## src/rtl/mm_pkg.sv

```systemverilog
// Shared types and constants for the 32x32 matrix-multiply engine.
// Covers operand formats, FSM states and the operand memory map.
package mm_pkg;

   localparam int unsigned N         = 32;
   localparam int unsigned VLEN      = 16;
   localparam int unsigned RES_W     = 24;
   localparam int unsigned RAM_WORDS = 2176;
   localparam int unsigned ADDR_W    = 12;
   // 16 products of up to +64 reach +1024, which needs 12 signed bits
   localparam int unsigned P_W       = 12;

   localparam logic [ADDR_W-1:0] A_BASE  = 12'd0;
   localparam logic [ADDR_W-1:0] B_BASE  = 12'd1024;
   localparam logic [ADDR_W-1:0] SA_BASE = 12'd2048;
   localparam logic [ADDR_W-1:0] SB_BASE = 12'd2112;

   typedef enum logic [1:0] {
      MODE_INT8 = 2'd0,
      MODE_INT4 = 2'd1,
      MODE_VSQ  = 2'd2
   } mode_e;

   typedef enum logic [1:0] {
      StIdle = 2'd0,
      StComp = 2'd1,
      StDone = 2'd2
   } state_e;

   function automatic logic signed [7:0] decode_elem(input logic [7:0] raw, input mode_e mode);
      if (mode == MODE_INT8) return raw;
      return {{4{raw[3]}}, raw[3:0]};
   endfunction

endpackage

```

## src/rtl/mm_acc.sv

```systemverilog
// Result register file: one write port, synchronous clear of every entry.
module mm_acc
   import mm_pkg::*;
(
   input  logic             clk,
   input  logic             clear,
   input  logic             we,
   input  logic [9:0]       addr,
   input  logic [RES_W-1:0] data
);

   logic [RES_W-1:0] registers [0:N*N-1];

   always_ff @(posedge clk) begin
      if (clear) begin
         for (int unsigned n = 0; n < N * N; n++) registers[n] <= '0;
      end else if (we) begin
         registers[addr] <= data;
      end
   end

endmodule

```

## src/rtl/mm_ram.sv

```systemverilog
// Operand memory: elements on two combinational ports, VSQ scale nibbles on two more.
// Contents are preloaded from outside and never reset.
module mm_ram
   import mm_pkg::*;
(
   input  logic [ADDR_W-1:0] addr_a,
   input  logic [ADDR_W-1:0] addr_b,
   input  logic [ADDR_W-1:0] addr_sa,
   input  logic [ADDR_W-1:0] addr_sb,
   output logic [7:0]        data_a,
   output logic [7:0]        data_b,
   output logic [3:0]        scale_a,
   output logic [3:0]        scale_b
);

   logic [7:0] mem [0:RAM_WORDS-1];

   assign data_a  = mem[addr_a];
   assign data_b  = mem[addr_b];
   assign scale_a = mem[addr_sa][3:0];
   assign scale_b = mem[addr_sb][3:0];

endmodule

```

## src/rtl/mm_ctrl.sv

```systemverilog
// Matrix-multiply engine top: FSM, i/j/k sweep and one MAC per cycle.
// Results land in acc.registers; o_done flags completion of the whole product.
module mm_ctrl
   import mm_pkg::*;
(
   input  logic       i_clk,
   input  logic       i_rst,
   input  logic [1:0] i_mode,
   input  logic       i_start,
   output logic       o_done
);

   state_e state_q, state_d;
   mode_e  mode_q, mode_d;
   logic [4:0] i_q, j_q, k_q;
   logic signed [RES_W-1:0] sum_q, sum_d, sum_next;
   logic signed [P_W-1:0]   p_q, p_d, p_next;
   logic [ADDR_W-1:0] addr_a, addr_b, addr_sa, addr_sb;
   logic [7:0] raw_a, raw_b, scale_prod;
   logic [3:0] scale_a, scale_b;
   logic signed [7:0]  elem_a, elem_b;
   logic signed [15:0] prod;
   logic signed [RES_W-1:0] prod_ext, p_ext, scale_ext, scaled;
   logic accept, last, vec_end, row_end, acc_we;

   assign accept  = i_start && (state_q != StComp);
   assign row_end = (k_q == 5'd31);
   assign vec_end = (k_q[3:0] == 4'hF);
   assign last    = row_end && (j_q == 5'd31) && (i_q == 5'd31);

   always_ff @(posedge i_clk) begin
      if (i_rst) state_q <= StIdle;
      else       state_q <= state_d;
   end

   always_comb begin
      state_d = state_q;
      unique case (state_q)
         StIdle, StDone: if (i_start) state_d = StComp;
         StComp:         if (last) state_d = StDone;
         default:        state_d = StIdle;
      endcase
   end

   always_comb begin
      o_done = (state_q == StDone);
      acc_we = (state_q == StComp) && row_end;
   end

   always_comb begin
      unique case (i_mode)
         2'd1:    mode_d = MODE_INT4;
         2'd2:    mode_d = MODE_VSQ;
         default: mode_d = MODE_INT8;
      endcase
   end

   always_ff @(posedge i_clk) begin
      if (i_rst) begin
         mode_q <= MODE_INT8;
         i_q    <= '0;
         j_q    <= '0;
         k_q    <= '0;
         sum_q  <= '0;
         p_q    <= '0;
      end else if (accept) begin
         mode_q <= mode_d;
         i_q    <= '0;
         j_q    <= '0;
         k_q    <= '0;
         sum_q  <= '0;
         p_q    <= '0;
      end else if (state_q == StComp) begin
         k_q   <= k_q + 5'd1;
         if (row_end) j_q <= j_q + 5'd1;
         if (row_end && (j_q == 5'd31)) i_q <= i_q + 5'd1;
         sum_q <= sum_d;
         p_q   <= p_d;
      end
   end

   always_comb begin
      addr_a  = A_BASE + {2'd0, i_q, k_q};
      addr_b  = B_BASE + {2'd0, k_q, j_q};
      addr_sa = SA_BASE + {6'd0, i_q, k_q[4]};
      addr_sb = SB_BASE + {6'd0, j_q, k_q[4]};
   end

   always_comb begin
      elem_a     = decode_elem(raw_a, mode_q);
      elem_b     = decode_elem(raw_b, mode_q);
      prod       = elem_a * elem_b;
      prod_ext   = {{(RES_W-16){prod[15]}}, prod};
      p_next     = p_q + $signed(prod[P_W-1:0]);
      p_ext      = {{(RES_W-P_W){p_next[P_W-1]}}, p_next};
      scale_prod = {4'd0, scale_a} * {4'd0, scale_b};
      scale_ext  = {{(RES_W-8){1'b0}}, scale_prod};
      scaled     = p_ext * scale_ext;
      sum_next   = sum_q;
      p_d        = '0;
      if (mode_q == MODE_VSQ) begin
         // Each 16-element vector is scaled once, on its last element
         if (vec_end) sum_next = sum_q + scaled;
         else         p_d      = p_next;
      end else begin
         sum_next = sum_q + prod_ext;
      end
      sum_d = row_end ? '0 : sum_next;
   end

   mm_ram ram_a (
      .addr_a  (addr_a),
      .addr_b  (addr_b),
      .addr_sa (addr_sa),
      .addr_sb (addr_sb),
      .data_a  (raw_a),
      .data_b  (raw_b),
      .scale_a (scale_a),
      .scale_b (scale_b)
   );

   mm_acc acc (
      .clk   (i_clk),
      .clear (i_rst),
      .we    (acc_we),
      .addr  ({i_q, j_q}),
      .data  (sum_next)
   );

endmodule

```

## config.mk

```make
export PLATFORM = sky130hd
export DESIGN_NAME = mm_ctrl
export DESIGN_NICKNAME = d
export VERILOG_FILES = /design/src/rtl/mm_pkg.sv /design/src/rtl/mm_acc.sv /design/src/rtl/mm_ram.sv /design/src/rtl/mm_ctrl.sv
export SDC_FILE = /design/constraint.sdc
export NUM_CORES = 1
export LEC_CHECK = 0
export CAP_MARGIN = 40
export CORE_MARGIN = 3
export CORE_UTILIZATION = 58
export CTS_BUF_LIST = sky130_fd_sc_hd__clkbuf_16
export DETAILED_ROUTE_END_ITERATION = 10
export PLACE_DENSITY = 0.79
export SLEW_MARGIN = 0
export SYNTH_ARGS = -nofsm -noshare
export SYNTH_HDL_FRONTEND = slang
export SYNTH_SLANG_ARGS = --single-unit
```

## constraint.sdc

```tcl
create_clock -name i_clk -period 3.45 [get_ports i_clk]
set_clock_uncertainty 0.2 [all_clocks]
set_input_delay 0.5175 -clock i_clk [delete_from_list [all_inputs] [get_ports i_clk]]
set_output_delay 0.5175 -clock i_clk [all_outputs]
set_load 0.02 [all_outputs]
```

==> reports/qor.txt, run 1 <==
Share of post-route cells with drive strength above 1 = 0.0667
Cts hold-fix bufs = 0
Worst-skew pair later-pin latency = 240 ps
Critical path class = flop to primary output
Maximum vdd drop = 309 uV
Die area = 0.00183 mm2
Initial Utilization = 0.664
Post-Syn Nets = 96
Synth unique cells = 23
Synth Register Bits = 17
First-pass GRT wire length = 2570 um
Status = completed
FP Rows = 12
Core ar. = 0.00119 mm2
Num ports = 6
Fin crit period = 2220 ps
Clock buffer depth = 2
Post-CTS Setup Repair Bufs = 0
Syn Inst Count = 85
Hold Startpoint = k_q[4]
DP HPWL = 971 um
Filler Cells Inserted = 86
CP max FO = 7
Max Freq = 0.451 GHz
Initial antenna violation count = 0
Routed via count = 617
Sink of the worst hold path = k_q[4]
Crit-path cells = nor2b_1 -> clkdlybuf4s50_1
Max-cap viol count = 0
Max stage delay cell, worst path = clkdlybuf4s50_1
Routed len/inst = 13.5 um
Flop2flop setup slack = 1410 ps
CTS tree = built
Post-synthesis cell area = 787 um2
Largest net degree at the start of global routing = 16
RSZ-0062 raised after global routing = no
Hold Path Depth = 2
Area Growth Syn to Fin = 14.6%
Sum of negative setup slack = 0 ps
DRT iter0 DRCs = 9
Final setup vio count = 0
Crit path capture type = primary output
DRC = 0
Yosys warns = 0
CP Data Required Time = 2730 ps
Antenna fix cells = 0
FF-to-FF path depth = 6
Post-DR vias/cell = 5.93
Port bufs = 3
Slew @ Worst Pin = 488 ps
CTS sink count = 17
Type of origin of the critical path = flop
Die H = 42.8 um
Nets@finish = 102
Slew HR = 0.674
Sequential element share of the synthesized area = 0.432
Vias in the first global route = 607
Post-CTS sizing = 0
Grt ovf = 0
CTS buffer count = 3
TritonRoute pass-1 iters = 4
Slowest cell delay on critical path = 620 ps
Global Route Usage Sum = 0.184
Reg2Reg Launch Point = k_q[0]
Tightest Hold Check Type = flop to flop
Critical Path AT = 1500 ps
Power Dens Cells = 494 mW/mm2
Post-synthesis area per instance = 9.26 um2
Fin worst setup slack = 1230 ps
Max-slew violation count = 0
Detail Route Antenna Nets = 0
CTS root buf = clkbuf_16
Pleak = 0.397 nW
Worst-path clk slew = 50 ps
Drt total wl = 1400 um
Die Wd = 42.8 um
Worst R2R End = i_q[3]
Tcrit/Tclk final = 0.643
H-tree depth = 1
Setup Slack @ Placement = 1430 ps
RD Place Congestion = 0.716
Hold Violations, Final = 0
-- routing by layer --
metal,GRT usage,routed length [um],vias to the layer above
met5,0,0,-
met2,0.329,691,14
li1,-,-,308
met1,0.206,628,291
met3,0.0381,45,4
met4,0.0745,35,0
-- logic make-up (layout without fill, tap and decap cells) --
| group | after synthesis | after routing | synth area share |
|---|---|---|---|
| flip-flops | 17 | 17 | 0.432 |
| adder cells (fa/ha/maj) | 6 | 6 | 0.0954 |
| buffers and inverters | 4 | 9 | 0.0254 |
| XOR/XNOR | 5 | 5 | 0.0556 |
| AO/OA/AOI/OAI | 15 | 15 | 0.103 |
| multiplexers | 2 | 2 | 0.0254 |
| AND/OR/NAND/NOR | 36 | 36 | 0.262 |
-- layout by cell type (no fill, tap or decap), drive strengths merged --
cell type	count
xnor2	1
a21oi	9
or3	4
nand3b	2
dfxtp	17
nand2	7
clkdlybuf4s50	3
and3	3
xor2	4
nor2b	2
inv	2
nor2	8
ha	6
o21ai	4
clkinv	1
clkbuf	3
nand4b	2
nand2b	2
mux2i	2
nand3	6
a21o	1
a2bb2oi	1
-- worst max path at each step --
stage                from  endpoint  slack, ps
2_1_floorplan      k_q[0]    i_q[3]       1610
3_3_place_gp       k_q[0]    i_q[3]       1480
3_5_place_dp       k_q[0]    i_q[3]       1430
4_1_cts        state_q[1]    o_done       1240
5_1_grt        state_q[1]    o_done       1190
6_report       state_q[1]    o_done       1230
-- critical path, delay by kind of cell, from the launching register on --
family | cells | cell delay (ps)
flops | 1 | 440
buf+inv | 1 | 620
simple gates | 1 | 200
-- registers in the layout, indices dropped and copies added, names as in the netlist --
| name | count |
|---|---|
| state_q | 2 |
| i_q | 5 |
| k_q | 5 |
| j_q | 5 |
-- through the flow --
step                hold slack, ps  std cells  utilization  power, mW  area [um2]
floorplan                      241         85            -      0.218         787
global placement               248        100        0.693      0.222         822
detailed placement             266        100        0.693      0.223         822
CTS                            273        104        0.761      0.447         902
global route                   300        104        0.761      0.458         902
finish                         275        104        0.761      0.445         902
-- power by group --
group | switching (mW) | internal [mW]
Clock | 0.0714 | 0.155
Sequential | 0.00386 | 0.199
Combinational | 0.0101 | 0.00630
Total | 0.0854 | 0.360
-- synth_stat cells --
library cell | instances | area, um2
dfxtp_1 | 17 | 340
a21oi_1 | 9 | 45.0
nor2_1 | 8 | 30.0
nand2_1 | 7 | 26.3
ha_1 | 6 | 75.1
nand3_1 | 6 | 30.0
o21ai_0 | 4 | 20.0
or3_1 | 4 | 25.0
xor2_1 | 4 | 35.0
and3_1 | 3 | 18.8
inv_1 | 2 | 7.51
mux2i_1 | 2 | 20.0
nand2b_1 | 2 | 12.5
nor2b_1 | 2 | 12.5
a21o_1 | 1 | 7.51
a2bb2oi_1 | 1 | 8.76
buf_2 | 1 | 5.00
buf_4 | 1 | 7.51
nand3b_1 | 1 | 7.51
nand3b_2 | 1 | 11.3
nand4b_1 | 1 | 8.76
nand4b_4 | 1 | 23.8
xnor2_1 | 1 | 8.76
-- area by class of cell --
type                       instances  area (um2)  share of cell area
timing repair buffer               3        30.0              0.0333
multi-input combinational         64         427               0.473
inverter                           2        7.51             0.00832
clock inverter                     1        5.00             0.00555
sequential                        17         340               0.377
tap                               14        17.5              0.0194
clock buffer                       3        75.1              0.0832
Note: power is estimated with default switching activity, not from simulation.
==> run 2, diff against run 1 <==
--- a/config.mk
+++ b/config.mk
@@ -7,10 +7,10 @@
 export LEC_CHECK = 0
 export CAP_MARGIN = 40
 export CORE_MARGIN = 3
-export CORE_UTILIZATION = 58
+export CORE_UTILIZATION = 54
 export CTS_BUF_LIST = sky130_fd_sc_hd__clkbuf_16
 export DETAILED_ROUTE_END_ITERATION = 10
-export PLACE_DENSITY = 0.79
+export PLACE_DENSITY = 0.75
 export SLEW_MARGIN = 0
 export SYNTH_ARGS = -nofsm -noshare
 export SYNTH_HDL_FRONTEND = slang
==> constraint.sdc (replaced) <==
create_clock -name i_clk -period 2.05 [get_ports i_clk]
set_clock_uncertainty 0.2 [all_clocks]
set_input_delay 0.3075 -clock i_clk [delete_from_list [all_inputs] [get_ports i_clk]]
set_output_delay 0.3075 -clock i_clk [all_outputs]
set_load 0.02 [all_outputs]
==> run 2 against run 1 <==
Count of clock-buffer cells in the layout unchanged. Power up 68%. Sequential power up 67%. Highest routed layer unchanged. Clock power up 68%. Utilization down 6.5 points. Design area up 2.8%. Register-to-register slack worse by 1300 ps. Non-clock buffer count up 3. Sequential share of layout area down 1.0 points. Global-route usage down 1.3 points.
==> reports/qor.txt, run 2 (synthesis results as in run 1) <==
Status = completed
Met1 usage = 0.198
Worst-path clk slew = 50 ps
Global Route Usage Sum = 0.170
Port bufs = 3
H-tree depth = 1
Met2 usage = 0.282
CTS tree = built
Sum of negative setup slack = 0 ps
CTS sink count = 17
Crit path capture type = flop
Most frequent cells in the layout = 17 x dfxtp_1, 9 x a21oi_1, 8 x nor2_1
CTS buffer count = 3
Busiest grt layer = met2
DRT iter0 DRCs = 8
Clock buffer depth = 2
Num ports = 6
Hold Violations, Final = 0
Routed via count = 611
CP top delay family = simple AND/OR/NAND/NOR gates
Tightest Hold Check Type = flop to flop
Final setup vio count = 0
Max stage delay cell, worst path = or3_1
Drt total wl = 1390 um
Die H = 44.2 um
Vias in the first global route = 613
Pleak = 0.431 nW
Grt met3 use = 0.0610
FP Rows = 13
Filler Cells Inserted = 108
Nets@finish = 105
Max-cap viol count = 0
Largest net degree at the start of global routing = 16
Crit-path cells = ha_1 -> and3_1 -> ha_1 -> nand4b_4 -> or3_1 -> a21oi_1
Setup Slack @ Placement = 134 ps
Crit-path most repeated cell = ha_1
Initial antenna violation count = 0
Max Freq = 0.516 GHz
Die Wd = 44.2 um
Area Growth Syn to Fin = 17.8%
Max-slew violation count = 0
DRC = 0
CTS root buf = clkbuf_16
Slew @ Worst Pin = 494 ps
Critical Path AT = 1910 ps
RSZ-0062 raised after global routing = no
First-pass GRT wire length = 2440 um
DP HPWL = 978 um
Power Dens Cells = 807 mW/mm2
Most common cell after layout, fill and taps aside = dfxtp_1
Type of origin of the critical path = flop
Fin crit period = 1940 ps
Fin worst setup slack = 111 ps
Slowest cell delay on critical path = 360 ps
Core ar. = 0.00133 mm2
Cts hold-fix bufs = 0
CP Data Required Time = 2020 ps
Worst-skew pair later-pin latency = 250 ps
Post-DR vias/cell = 5.66
CP Buf/Inv Count = 0
Maximum vdd drop = 564 uV
CP max FO = 6
Antenna fix cells = 0
Critical path class = flop to flop
Initial Utilization = 0.590
Slew HR = 0.671
Tcrit/Tclk final = 0.946
Share of post-route cells with drive strength above 1 = 0.0860
Die area = 0.00195 mm2
Detail Route Antenna Nets = 0
Grt ovf = 0
Largest regs = i_q: 5 flops, j_q: 5 flops, k_q: 5 flops
Routed len/inst = 12.8 um
RD Place Congestion = 0.726
TritonRoute pass-1 iters = 4
-- run 2: through the flow --
step                      hold slack [ps]   util  total power, mW  cell area (um2)  instances
after CTS                             271  0.693            0.757              925        108
after global placement                248  0.634            0.376              846        104
after floorplan                       177      -            0.367              787         85
after detailed placement              258  0.634            0.376              846        104
final                                 266  0.695            0.749              927        108
after global routing                  289  0.695            0.775              927        108
-- run 2: where the power goes --
part | switching, mW | total [mW] | internal (mW)
registers | 0.00552 | 0.340 | 0.335
logic | 0.0177 | 0.0300 | 0.0123
clock network | 0.120 | 0.379 | 0.259
total | 0.143 | 0.749 | 0.605
-- run 2: worst paths after layout --
path	start	end	slack, ps	depth (start not counted)
worst max-delay path	k_q[0]	i_q[3]	110	6
worst min-delay path	j_q[4]	j_q[4]	270	2
worst max register to register	k_q[0]	i_q[3]	110	6
worst min register to register	j_q[4]	j_q[4]	270	2
-- run 2: layout make-up --
cell class	count	area [um2]	share of cell area
Sequential cell	17	340	0.367
Timing Repair Buffer	6	55.1	0.0594
Inverter	2	7.51	0.00810
Clock buffer	3	75.1	0.0810
Multi-Input combinational cell	64	427	0.460
Clock inverter	1	3.75	0.00405
Tap cell	15	18.8	0.0202
-- run 2: what timing repair did --
item                                    in CTS  in global routing
resized for setup                            0                  1
endpoints found under the setup margin       0                  1
setup buffers                                0                  0
-- run 2: per-layer routing --
| layer | routed length, um | part of all wire | vias up |
|---|---|---|---|
| met1 | 647 | 0.47 | 284 |
| met3 | 63 | 0.045 | 3 |
| met5 | 0 | 0 | - |
| met2 | 652 | 0.47 | 11 |
| li1 | - | - | 313 |
| met4 | 23 | 0.017 | 0 |
-- run 2: worst register-to-register path, cell delays in order, from the launching register on --
cell and delay (ps):
dfxtp_1 340, ha_1 190, and3_1 170, ha_1 300
nand4b_4 160, or3_1 360, a21oi_1 140
